--- src/rtl/fetch_stage_if.sv ---
// Fetch-stage bus: instruction-memory read port plus the slot/control signals
// shared with decode and the later redirecting stages.
interface fetch_stage_if;
    logic        imem_req;
    logic [15:0] imem_addr;
    logic        imem_rdy;
    logic [15:0] imem_data;

    logic        stall;
    logic        redirect;
    logic [15:0] redirect_pc;

    logic [15:0] instruction;
    logic [15:0] pc_plus2;
    logic        inst_valid;
    logic        halted;
    logic        err;

    modport master (
        output imem_req, imem_addr, instruction, pc_plus2, inst_valid, halted, err,
        input  imem_rdy, imem_data, stall, redirect, redirect_pc
    );

    modport slave (
        input  imem_req, imem_addr, instruction, pc_plus2, inst_valid, halted, err,
        output imem_rdy, imem_data, stall, redirect, redirect_pc
    );
endinterface

--- src/rtl/fetch_stage.sv ---
// Instruction-fetch stage: owns the PC, reads instruction memory and holds one
// fetched word (with its PC+2) in a slot for decode; handles stall, redirect, HALT.
module fetch_stage #(
    parameter logic [15:0] RESET_PC    = 16'h0000,
    parameter logic [4:0]  HALT_OPCODE = 5'b00000,
    parameter logic [15:0] NOP_INSTR   = 16'h0800
) (
    input logic            clk,
    input logic            rst,
    fetch_stage_if.master  bus
);

    typedef enum logic [1:0] {
        BOOT   = 2'd0,
        FETCH  = 2'd1,
        HALTED = 2'd2
    } stateType;

    stateType    state;
    logic [15:0] pc;
    logic [15:0] instrReg;
    logic [15:0] pcPlus2Reg;
    logic        instValidReg;
    logic        haltedReg;
    logic        errReg;

    logic        slotFree;
    logic        imemReq;
    logic        transfer;
    logic        consume;
    logic        redirectTaken;
    logic        spuriousRdy;
    logic        misaligned;
    logic        isHalt;
    logic [15:0] pcNext;

    // The request must drop in the same cycle as a redirect, so it is combinational.
    assign slotFree      = !instValidReg || !bus.stall;
    assign imemReq       = (state == FETCH) && slotFree && !bus.redirect;
    assign transfer      = imemReq && bus.imem_rdy;
    assign consume       = instValidReg && !bus.stall;
    assign redirectTaken = bus.redirect && (state != BOOT);
    assign spuriousRdy   = bus.imem_rdy && !imemReq && (state != BOOT);
    assign misaligned    = redirectTaken && bus.redirect_pc[0];
    assign isHalt        = (bus.imem_data[15:11] == HALT_OPCODE);
    assign pcNext        = pc + 16'd2;

    // NOTE: every register below uses <= so all decisions see pre-edge values.
    always_ff @(posedge clk or negedge rst) begin
        if (!rst) begin
            state        <= BOOT;
            pc           <= RESET_PC;
            instrReg     <= NOP_INSTR;
            pcPlus2Reg   <= 16'h0000;
            instValidReg <= 1'b0;
            haltedReg    <= 1'b0;
            errReg       <= 1'b0;
        end else begin
            if (misaligned || spuriousRdy) begin
                errReg <= 1'b1;
            end

            case (state)
                BOOT: begin
                    state <= FETCH;
                end
                default: begin
                    if (redirectTaken) begin
                        // Flush wins over stall, transfer and a HALT in flight.
                        pc           <= bus.redirect_pc;
                        instValidReg <= 1'b0;
                        instrReg     <= NOP_INSTR;
                        haltedReg    <= 1'b0;
                        state        <= FETCH;
                    end else if (transfer) begin
                        instrReg     <= bus.imem_data;
                        pcPlus2Reg   <= pcNext;
                        pc           <= pcNext;
                        instValidReg <= 1'b1;
                        if (isHalt) begin
                            state     <= HALTED;
                            haltedReg <= 1'b1;
                        end
                    end else if (consume) begin
                        instValidReg <= 1'b0;
                        instrReg     <= NOP_INSTR;
                    end
                end
            endcase
        end
    end

    assign bus.imem_req    = imemReq;
    assign bus.imem_addr   = pc;
    assign bus.instruction = instrReg;
    assign bus.pc_plus2    = pcPlus2Reg;
    assign bus.inst_valid  = instValidReg;
    assign bus.halted      = haltedReg;
    assign bus.err         = errReg;

endmodule

--- src/flat_wrapper.sv ---
// flat-port wrapper written by rule: the top's interface ports become plain ports
module fetch_stage_flat 
#(
    parameter logic [15:0] RESET_PC    = 16'h0000,
    parameter logic [4:0]  HALT_OPCODE = 5'b00000,
    parameter logic [15:0] NOP_INSTR   = 16'h0800
)
  (clk, rst, bus_imem_req, bus_imem_addr, bus_instruction, bus_pc_plus2, bus_inst_valid, bus_halted, bus_err, bus_imem_rdy, bus_imem_data, bus_stall, bus_redirect, bus_redirect_pc);
  fetch_stage_if bus_i ();
  input logic clk;
  input logic rst;
  output wire logic [$bits(bus_i.imem_req)-1:0] bus_imem_req;
  output wire logic [$bits(bus_i.imem_addr)-1:0] bus_imem_addr;
  output wire logic [$bits(bus_i.instruction)-1:0] bus_instruction;
  output wire logic [$bits(bus_i.pc_plus2)-1:0] bus_pc_plus2;
  output wire logic [$bits(bus_i.inst_valid)-1:0] bus_inst_valid;
  output wire logic [$bits(bus_i.halted)-1:0] bus_halted;
  output wire logic [$bits(bus_i.err)-1:0] bus_err;
  input wire logic [$bits(bus_i.imem_rdy)-1:0] bus_imem_rdy;
  input wire logic [$bits(bus_i.imem_data)-1:0] bus_imem_data;
  input wire logic [$bits(bus_i.stall)-1:0] bus_stall;
  input wire logic [$bits(bus_i.redirect)-1:0] bus_redirect;
  input wire logic [$bits(bus_i.redirect_pc)-1:0] bus_redirect_pc;
  assign bus_imem_req = bus_i.imem_req;
  assign bus_imem_addr = bus_i.imem_addr;
  assign bus_instruction = bus_i.instruction;
  assign bus_pc_plus2 = bus_i.pc_plus2;
  assign bus_inst_valid = bus_i.inst_valid;
  assign bus_halted = bus_i.halted;
  assign bus_err = bus_i.err;
  assign bus_i.imem_rdy = bus_imem_rdy;
  assign bus_i.imem_data = bus_imem_data;
  assign bus_i.stall = bus_stall;
  assign bus_i.redirect = bus_redirect;
  assign bus_i.redirect_pc = bus_redirect_pc;
  fetch_stage #(.RESET_PC(RESET_PC), .HALT_OPCODE(HALT_OPCODE), .NOP_INSTR(NOP_INSTR)) u_core (.clk(clk), .rst(rst), .bus(bus_i));
endmodule
--- config.mk ---
export PLATFORM = sky130hd
export DESIGN_NAME = fetch_stage_flat
export DESIGN_NICKNAME = d
export VERILOG_FILES = /design/src/rtl/fetch_stage_if.sv /design/src/rtl/fetch_stage.sv /design/src/flat_wrapper.sv
export SDC_FILE = /design/constraint.sdc
export NUM_CORES = 1
export LEC_CHECK = 0
export ABC_AREA = 1
export BUFFER_PORTS_ARGS = -buffer_cell sky130_fd_sc_hd__buf_2
export CAP_MARGIN = 40
export CORE_AREA = 2 2 68 96
export CTS_CLUSTER_DIAMETER = 200
export DETAILED_ROUTE_END_ITERATION = 10
export DIE_AREA = 0 0 70 98
export PLACE_DENSITY = 0.73
export SYNTH_ARGS = -nofsm -noshare
export SYNTH_HDL_FRONTEND = slang
export SYNTH_SLANG_ARGS = --single-unit
--- constraint.sdc ---
create_clock -name clk -period 1.3 [get_ports clk]
set_input_delay 0.26 -clock clk [delete_from_list [all_inputs] [get_ports clk]]
set_output_delay 0.26 -clock clk [all_outputs]
set_load 0.005 [all_outputs]
# After elaboration in Yosys (flattened, before gate mapping)
# Index checks and enable logic that the tools add are counted.
[word_totals]
register_bits = 53
in_bits = 37
out_inout_bits = 52
word_cells = 53
[classes]
addsub = 1
eq_ne = 1
muxes = 15
n_bitwise = 2
reduce_logical = 27
[op_table]
columns = ["op", "n"]
rows = [
  ["$mux 16", 5],
  ["$add 16x2->16 const B", 1],
  ["$reduce_bool 3->1", 3],
  ["$logic_and 1x1->1", 8],
  ["$mux 2", 4],
  ["$mux 1", 6],
  ["$reduce_and 2->1", 3],
  ["$reduce_and 3->1", 2],
  ["$reduce_bool 2->1", 3],
  ["$logic_not 5->1", 1],
  ["$logic_not 1->1", 4],
  ["$eq 2x1->1 const B", 1],
  ["$logic_not 2->1", 1],
  ["$logic_or 1x1->1", 2],
  ["$not 1->1", 2],
]

# Depth between registers and ports, before layout
# Gate-level depths: netlist (run 1).
[logic_depth]
depth_word = 8
ltp_mapped = 9
ltp_nobuf = 9

# Least setup slack after synthesis (run 1)
# OpenSTA, ideal clock, no wires.
[synth_path]
kind = "reg2reg"
from = "register u_core.pc[1], in the netlist u_core.bus.imem_addr[1]"
to = "register u_core.pc[15], in the netlist u_core.bus.imem_addr[15]"
setup_ns = 0.118
arrival_ns = 1.190
required_time_ns = 1.182
slack_ns = -0.007
path_stages_with_launch = 9
path_buffers = 0
period_less_slack_ns = 1.307
cell_sequence = "dfrtp_1 ha_1 nand3_1 nor2_1 nand3_1 nand2_1 nand2_1 nand2_1 nand2_1"
[synth_between]
elab_chain_cells = 3
[synth_rtl]
columns = ["element", "line", "rtl"]
rows = [
  ["start, declared", "fetch_stage.sv:20", "logic [15:0] pc;"],
  ["start signal, assigned", "fetch_stage.sv:70", "pc <= bus.redirect_pc;"],
  ["start signal, assigned", "fetch_stage.sv:78", "pc <= pcNext;"],
  ["$add 16x2->16", "fetch_stage.sv:46", "assign pcNext = pc + 16'd2;"],
  ["$mux 16", "fetch_stage.sv:75", "end else if (transfer) begin"],
  ["$mux 16", "fetch_stage.sv:68", "if (redirectTaken) begin"],
]
# Every way passes these cells. The select of a mux whose other input is x is not followed.
# A chain may end at the register's enable or synchronous reset.

# Final worst setup path (run 1)
[layout_path]
from = "register u_core.state[1]"
to = "output bus_imem_req"
[layout_between]
elab_chain_cells = 3
[layout_rtl]
columns = ["element", "line", "rtl"]
rows = [
  ["start, declared", "fetch_stage.sv:19", "stateType state;"],
  ["start signal, assigned", "fetch_stage.sv:51", "state <= BOOT;"],
  ["start signal, assigned", "fetch_stage.sv:65", "state <= FETCH;"],
  ["start signal, assigned", "fetch_stage.sv:74", "state <= FETCH;"],
  ["$eq 2x1->1", "fetch_stage.sv:39", "assign imemReq = (state == FETCH) && slotFree && !bus.redirect;"],
  ["$logic_and 1x1->1 (2 in series)", "fetch_stage.sv:39", ""],
  ["end, declared", "flat_wrapper.sv:12", "output wire logic [$bits(bus_i.imem_req)-1:0] bus_imem_req;"],
]
# Every way passes these cells.

==> results of run 1 <==
==> layer usage <==
metal,GRT usage,vias to the layer above
met5,0,-
met4,0.0695,0
met3,0.0341,11
met2,0.368,72
met1,0.250,1257
li1,-,1288
==> per-stage QoR <==
step	worst slack (ns)	std cells	hold slack, ns	TNS (ns)	area, um2
after global placement	0.00571	499	0.274	0	3290
after CTS	-0.154	515	0.136	-3.49	3650
final	-0.152	528	0.140	-3.50	4000
after detailed placement	-0.0543	499	0.285	-0.460	3290
after global routing	-0.211	528	0.134	-7.40	4000
after floorplan	0.0174	324	-0.0356	0	2610
==> worst register-to-register path, cell delays in order (launching register included) <==
cell and delay [ns]:
dfrtp_2 0.44, nor2_4 0.10, buf_4 0.13, nand4_4 0.17, nand2_8 0.14, clkinv_8 0.07, clkbuf_16 0.16, nand2_1 0.05
nand3_1 0.08
==> final cells by class <==
type | count | area (um2)
flip-flops and latches | 53 | 1330
repair buffers | 134 | 1020
multi-input cells | 230 | 1300
inverters | 31 | 134
clock inverters | 2 | 37.5
clock buffers | 6 | 82.6
fillers | 485 | 2050
well taps | 72 | 90.1
==> worst max path at each step <==
stage,startpoint,to,slack [ns]
2_1_floorplan,u_core.bus.inst_valid,u_core.bus.instruction[10],0.02
3_3_place_gp,u_core.state[1],u_core.bus.imem_addr[13],0.006
3_5_place_dp,u_core.state[1],u_core.bus.imem_addr[8],-0.05
4_1_cts,u_core.state[1],bus_imem_req,-0.15
5_1_grt,u_core.state[1],u_core.bus.instruction[13],-0.21
6_report,u_core.state[1],bus_imem_req,-0.15
==> power breakdown <==
group          switching (W)  internal [W]
Combinational       0.000698      0.000683
Clock               0.000571      0.000627
Sequential          0.000156       0.00188
Total                0.00142       0.00319
==> state kept, by name, summed over array words and instances, names as in the netlist <==
name	count
u_core.state	2
u_core.bus.imem_addr	16
u_core.bus.err	1
u_core.bus.halted	1
u_core.bus.pc_plus2	16
u_core.bus.instruction	16
u_core.bus.inst_valid	1
==> cells in the final DEF, fill, tap and decap left out, drive strengths merged <==
cell type    Yosys  layout
buf             11     129
nand2          127     127
dfrtp           52      52
nand3           41      41
nor2            30      30
inv             31      29
o21ai           10      10
clkbuf           0      10
nand4            5       5
nor3             4       4
nand3b           3       4
o211ai           2       2
a21oi            2       2
clkinv           0       2
xnor2            1       1
o21bai           1       1
xor2             1       1
a31oi            1       1
ha               1       1
clkinvlp         0       1
bufinv           0       1
dlygate4sd3      0       1
dfstp            1       1
==> cells by family (layout without fill, tap and decap cells) <==
kind of cell,count (synthesis),after routing,share of synthesized area
adder cells (fa/ha/maj),1,1,0.00480
buffers and inverters,42,173,0.0777
AO/OA/AOI/OAI,16,16,0.0341
AND/OR/NAND/NOR,210,211,0.368
XOR/XNOR,2,2,0.00672
flip-flops,53,53,0.509
==> timing repair <==
action / CTS / global route
hold buffers: 1 / 0
gates resized for setup: 31 / 59
endpoints found under the setup margin: 32 / 56
setup buffers: 5 / 9
gates cloned: 2 / 6
pin swaps: 3 / 23
hold endpoints to repair: 52 / 0
==> results.toml, run 1 <==
[global_routing]
antenna_found_initial = 0
grt_pass1_vias = 2466
overflow = 0
track_usage = 0.206
grt_pass1_wl_mm = 11.4
grt_max_degree = 54

[floorplanning]
start_util = 0.432
core_area_um2 = 6040
die_h_um = 98
design.portCount = 89
die_w_um = 70
rows = 34
die_area_um2 = 6860

[yosys]
yosysSeqAreaShare = 0.509
synth_nets = 362
syn_area_um2 = 2610
yosysTopAreaCell = "dfrtp_1"
synth_cell_type_count = 30
ys_async_sr_fraction = 1.00
synth_warnings = 0
ys_top_cells_by_area = "dfrtp_1, nand2_1, nand3_1"
ys_ff_latch = 53
synth_ff_type = "dfrtp_1"
synth_top_area_share = 0.499
syn_avg_cell_area_um2 = 8.05
synth_edf_count = 0
ys_top_cells_by_count = "nand2_1, dfrtp_1, nand3_1"
netlist_instances = 324
synth.most_common_cell = "nand2_1"

[worst_setup_path]
critPathKind = "flip-flop to primary output"
crit_slowest_cell = "dfrtp_2"
reg2reg_to = "u_core.bus.imem_addr[7]"
crit_required_ns = 1.04
max_stage_delay_ns = 0.44
crit_chain = "nor2_4 -> nand3_2 -> buf_6 -> inv_2 -> buf_2"
cp.arrival_ns = 1.19
path_buf_inv = 3
r2r_cells = 8
cp.depth = 5
endpoint_kind = "primary output"
startpoint_type = "flip-flop"
critPathMaxFanout = 2
crit_family = "flip-flops"
ff2ff_setup_slack_ns = -0.13
rr_startpoint = "u_core.state[1]"

[final_layout]
fin_util = 0.661
n_antenna_cell = 0
area_growth_pct = 53.2
drive_gt1_frac = 0.434
fin_nets = 493

[clock_network]
cts_buffer_depth = 2
clock_sinks = 53
clkLatencyLatePin_ns = 0.31
cts_buffers = 5
cts-root-buf = "clkbuf_8"
htree_levels = 2
clkSlewWorstSetupHoldPaths_ns = 0.10
cts_tree = "yes"

[pwr]
leakage_nw = 2.19
power_density_nw_per_um2 = 1150
power.total_w = 0.00461
max-vdd-ir-drop_v = 0.000594

[route]
wl_met3_um = 280
drc_errors = 0
drt_iter0_drc = 157
first_pass_iters = 4
wirelength_mm = 7.77
viasPerCell = 4.98
ant_nets = 0
route.met2.wl_mm = 4.27
vias = 2628
post_drt_wl_per_cell_um = 14.7
met1_length_mm = 3.06
top_layer = "met4"

[placement]
portBuffers = 88
dpl.hpwl_mm = 4.75
gp_congestion = 0.851

[sta]
period_minus_slack_ns = 1.45
hold_violations = 0
max_freq_mhz = 689
final.period_utilization = 1.12
worstMarginPinSlew_ns = 0.340
rsz0062_at_grt = "yes"
slew_headroom = 0.771
setup_viol = 48
drv_slew = 0
clock_skew_ns = 0.00960
finalWorstSetupSlack_ns = -0.152

[worst_hold_path]
min_to = "u_core.bus.instruction[9]"
hp-class = "input port to flip-flop"
hold_depth = 3
worstHoldStart = "bus_imem_data[9]"

[status]
outcome = "finished with violations"
violations = "setup timing"

[flow_run]
cap_violations = 0
Power figures use the tool's default switching activity.
==> run 2, diff against run 1 <==
Settings changed: CORE_AREA 2 2 68 96 to 2 2 62 88, DIE_AREA 0 0 70 98 to 0 0 64 90, PLACE_DENSITY 0.73 to 0.83.
Clock period 1.3 ns to 1.7 ns, I/O delays scaled along.
==> run 2 against run 1 <==
- combinational power decreased by 49%
- clock skew down 0.0042 ns
- final cell count decreased by 8.3%
- hold slack better by 0.092 ns
- die area down 16%
- sequential cell count stayed put
- sequential power is 23% lower
- register-to-register slack improved by 0.38 ns
- the flow now finishes without violations
- critical endpoint unchanged
- clock power decreased by 16%
- non-clock buffer count fell by 37
- sequential share of layout area rose by 7.2 points
==> results.toml, run 2 (synthesis results as in run 1) <==
[placement]
dp_slack_ns = 0.276
gp_congestion = 0.817
portBuffers = 88
dpl.hpwl_mm = 4.65
place_area_um2 = 3130

[clock_network]
clkSlewWorstSetupHoldPaths_ns = 0.09
postCtsSetupBuffers = 0
htree_levels = 2
cts_buffers = 5
cts_tree = "yes"
cts-root-buf = "clkbuf_8"
clkLatencyLatePin_ns = 0.31
cts_buffer_depth = 2
postCtsHoldBufs = 1
cts_resized = 0
clock_sinks = 53

[global_routing]
grt_pass1_wl_mm = 10.4
grt_pass1_vias = 2346
track_usage = 0.228
overflow = 0
antenna_found_initial = 0
grt_max_degree = 21

[sta]
final.period_utilization = 0.928
hold_violations = 0
worstMarginPinSlew_ns = 0.506
drv_slew = 0
finalWorstSetupSlack_ns = 0.123
rsz0062_at_grt = "no"
clock_skew_ns = 0.00536
tns_ns = 0
slew_headroom = 0.663
period_minus_slack_ns = 1.58
max_freq_mhz = 634
setup_viol = 0

[pwr]
leakage_nw = 1.87
power_density_nw_per_um2 = 1000
power.total_w = 0.00328
max-vdd-ir-drop_v = 0.000562

[floorplanning]
rows = 31
die_h_um = 90
start_util = 0.521
die_w_um = 64
design.portCount = 89
die_area_um2 = 5760
core_area_um2 = 5000

[final_layout]
final_cell_mix = "nand2_1, buf_2, dfrtp_1"
fin_nets = 455
drive_gt1_frac = 0.278
design_area_um2 = 3280
layout_commonest_cell = "nand2_1"
n_antenna_cell = 0
fillers = 431
area_growth_pct = 25.6

[worst_setup_path]
endpoint_kind = "primary output"
startpoint_type = "flip-flop"
path_buf_inv = 2
crit_slowest_cell = "dfrtp_1"
cp.depth = 4
crit_chain = "nor2_2 -> nand3_2 -> inv_1 -> buf_2"
r2r_cells = 8
critPathMaxFanout = 3
max_stage_delay_ns = 0.44
crit_required_ns = 1.36
crit_family = "flip-flops"
cp.arrival_ns = 1.24
critPathKind = "flip-flop to primary output"

[route]
drc_errors = 0
drt_iter0_drc = 102
vias = 2394
viasPerCell = 4.95
wirelength_mm = 6.15
first_pass_iters = 4
ant_nets = 0
post_drt_wl_per_cell_um = 12.7

[status]
outcome = "finished, final reports clean"

[flow_run]
cap_violations = 0

[worst_hold_path]
hold_depth = 3
hp-class = "input port to flip-flop"
[run 2: routing by layer]
layer,wire [um],GRT usage
met5,0,0
met4,112,0.0652
met3,255,0.0413
met2,3260,0.412
met1,2510,0.269
[run 2: tightest hold or removal path, cell delays in order]
cell and delay [ns]:
buf_2 0.08, nand2_1 0.04, nand2_1 0.05
[run 2: path summary, 6_finish.rpt]
check                      slack [ns]                   endpoint                     from
setup reg to reg                 0.25   u_core.bus.imem_addr[15]  u_core.bus.imem_addr[1]
setup / recovery                 0.12               bus_imem_req          u_core.state[1]
hold reg to reg                  0.47             u_core.bus.err           u_core.bus.err
min in group asynchronous        0.52    u_core.bus.imem_addr[5]                      rst
max in group asynchronous        0.70   u_core.bus.imem_addr[12]                      rst
hold / removal                   0.23  u_core.bus.instruction[7]         bus_imem_data[7]
[run 2: per-stage QoR]
| stage | hold slack [ns] | util | std cells |
|---|---|---|---|
| after global placement | 0.324 | 0.626 | 475 |
| after floorplan | 0.0444 | - | 324 |
| after global routing | 0.227 | 0.655 | 484 |
| after detailed placement | 0.337 | 0.626 | 475 |
| final | 0.232 | 0.655 | 484 |
| after CTS | 0.225 | 0.655 | 484 |
[run 2: final cells by class]
type	count	area, um2	area share
inverter	31	119	0.0363
timing repair buffer	97	536	0.163
clock inverter	3	65.1	0.0199
sequential	53	1330	0.405
tap	66	82.6	0.0252
clock buffer	5	68.8	0.0210
multi-input combinational	229	1080	0.329
[run 2: where the power goes]
part,internal (W),leakage (nW),switching [W]
logic,0.000310,1.14,0.000387
clock network,0.000585,0.0681,0.000422
registers,0.00143,0.656,0.000140
total,0.00233,1.87,0.000949
==> run 3, diff against run 2 <==
--- a/config.mk
+++ b/config.mk
@@ -9,9 +9,9 @@
 export BUFFER_PORTS_ARGS = -buffer_cell sky130_fd_sc_hd__buf_2
 export CAP_MARGIN = 40
-export CORE_AREA = 2 2 62 88
+export CORE_AREA = 2 2 65 91
 export CTS_CLUSTER_DIAMETER = 200
 export DETAILED_ROUTE_END_ITERATION = 10
-export DIE_AREA = 0 0 64 90
-export PLACE_DENSITY = 0.83
+export DIE_AREA = 0 0 67 93
+export PLACE_DENSITY = 0.77
 export SYNTH_ARGS = -nofsm -noshare
 export SYNTH_HDL_FRONTEND = slang
==> constraint.sdc (replaced) <==
create_clock -name clk -period 1.65 [get_ports clk]
set_input_delay 0.2475 -clock clk [delete_from_list [all_inputs] [get_ports clk]]
set_output_delay 0.2475 -clock clk [all_outputs]
set_load 0.005 [all_outputs]
==> run 3 against run 2 <==
- sequential share of layout area grew 0.45 points
- die area up 8.2%
- via count is 1.1% higher
- first-iteration DRC count increased by 9.8%
- design area is 1.1% lower
- count of clock-buffer cells in the layout increased by 1
- non-clock buffer count shrank 2
- utilization is 6.0 points lower
- largest cell class unchanged
- largest power group unchanged
==> results.toml, run 3 (synthesis results as in run 1) <==
[placement]
dp.cells = 475
dpl.hpwl_mm = 4.75
portBuffers = 88
gp_congestion = 0.788

[clock_network]
cts_tree = "yes"
cts-root-buf = "clkbuf_8"
clkLatencyLatePin_ns = 0.31
clkSlewWorstSetupHoldPaths_ns = 0.10
postCtsSetupBuffers = 0
cts_buffer_depth = 2
clock_sinks = 53
cts_buffers = 5
htree_levels = 2

[floorplanning]
design.portCount = 89
die_w_um = 67
rows = 32
start_util = 0.479
die_h_um = 93
core_area_um2 = 5450
die_area_um2 = 6230

[route]
drc_errors = 0
viasPerCell = 5.00
first_pass_iters = 4
wirelength_mm = 6.31
vias = 2420
ant_nets = 0
drt_iter0_drc = 112
post_drt_wl_per_cell_um = 13.0

[worst_setup_path]
reg2reg_to = "u_core.bus.imem_addr[4]"
startpoint_type = "flip-flop"
crit_required_ns = 1.40
cp.arrival_ns = 1.26
crit_chain = "nor2_2 -> nand3_2 -> inv_1 -> buf_2"
crit_slowest_cell = "dfrtp_1"
r2r_cells = 8
rr_startpoint = "u_core.state[0]"
critPathKind = "flip-flop to primary output"
endpoint_kind = "primary output"
ff2ff_setup_slack_ns = 0.16
max_stage_delay_ns = 0.44
critPathMaxFanout = 3

[global_routing]
track_usage = 0.219
use_met3 = 0.0385
grt_pass1_vias = 2411
met2_usage = 0.397
grt_max_degree = 25
top_usage_layer = "met2"
antenna_found_initial = 0
overflow = 0
met1_usage = 0.251
grt_pass1_wl_mm = 10.5

[pwr]
max-vdd-ir-drop_v = 0.000531
power_density_nw_per_um2 = 996
leakage_nw = 1.84

[final_layout]
final_cell_mix = "nand2_1, buf_2, dfrtp_1"
layout_commonest_cell = "nand2_1"
n_antenna_cell = 0
area_growth_pct = 24.2
fin_nets = 453
final_cells = 484
drive_gt1_frac = 0.274

[worst_hold_path]
hp-class = "input port to flip-flop"
worstHoldStart = "bus_imem_data[0]"
hold_depth = 3
min_to = "u_core.bus.instruction[0]"

[sta]
setup_viol = 0
rsz0062_at_grt = "no"
max_freq_mhz = 665
tns_ns = 0
slew_headroom = 0.624
period_minus_slack_ns = 1.50
final.period_utilization = 0.911
hold_violations = 0
drv_slew = 0
worstMarginPinSlew_ns = 0.564
clock_skew_ns = 0.0103

[status]
outcome = "finished, final reports clean"

[flow_run]
cap_violations = 0
[run 3: cell count changes in the layout (fill, tap and decap cells not counted), sizes merged]
cell / change
bufinv: -1
buf: -2
clkbuf: +1
[run 3: worst max-delay path, delay by kind of cell (launching register included)]
family        cells  cell delay [ns]
flops             1             0.44
buf+inv           2             0.18
simple gates      2             0.33
[run 3: what timing repair did]
action,4_1_cts,5_1_grt
hold buffers,1,0
resized for setup,0,1
endpoints found under the setup margin,0,2
endpoints found under the hold margin,20,0
[run 3: where the power goes]
group / internal [W] / switching, W / total (W)
logic: 0.000317 / 0.000403 / 0.000721
clock network: 0.000451 / 0.000429 / 0.000880
registers: 0.00148 / 0.000149 / 0.00163
[run 3: area by class of cell]
| type | instances | area (um2) |
|---|---|---|
| Clock inverter | 2 | 35.0 |
| Multi-Input combinational cell | 229 | 1080 |
| Sequential cell | 53 | 1330 |
| Tap cell | 68 | 85.1 |
| Fill cell | 532 | 2210 |
| Inverter | 31 | 119 |
| Timing Repair Buffer | 95 | 520 |
| Clock buffer | 6 | 72.6 |
[run 3: routing by layer]
metal | wire, um | share of wire
met4 | 118 | 0.019
met5 | 0 | 0
met1 | 2540 | 0.40
met3 | 280 | 0.044
met2 | 3370 | 0.53
[run 3: per-stage QoR]
step	util	power [W]	instance area [um2]	worst slack, ns	hold slack [ns]
after global routing	0.595	0.00343	3240	0.0348	0.124
final	0.595	0.00323	3240	0.147	0.128
after floorplan	-	0.00202	2610	0.343	-0.0481
after detailed placement	0.573	0.00238	3120	0.177	0.273
after CTS	0.594	0.00326	3240	0.136	0.121
after global placement	0.573	0.00235	3120	0.187	0.261
[run 3: how the worst max path moves through the flow]
stage	start	to	slack, ns	depth (start not counted)
6_report	u_core.state[1]	bus_imem_req	0.15	4
5_1_grt	u_core.state[0]	u_core.bus.instruction[12]	0.03	7
4_1_cts	u_core.state[1]	bus_imem_req	0.14	4
3_5_place_dp	u_core.state[0]	u_core.bus.instruction[12]	0.18	7
3_3_place_gp	u_core.bus.imem_addr[1]	u_core.bus.pc_plus2[15]	0.19	8
2_1_floorplan	u_core.bus.imem_addr[1]	u_core.bus.imem_addr[15]	0.34	8
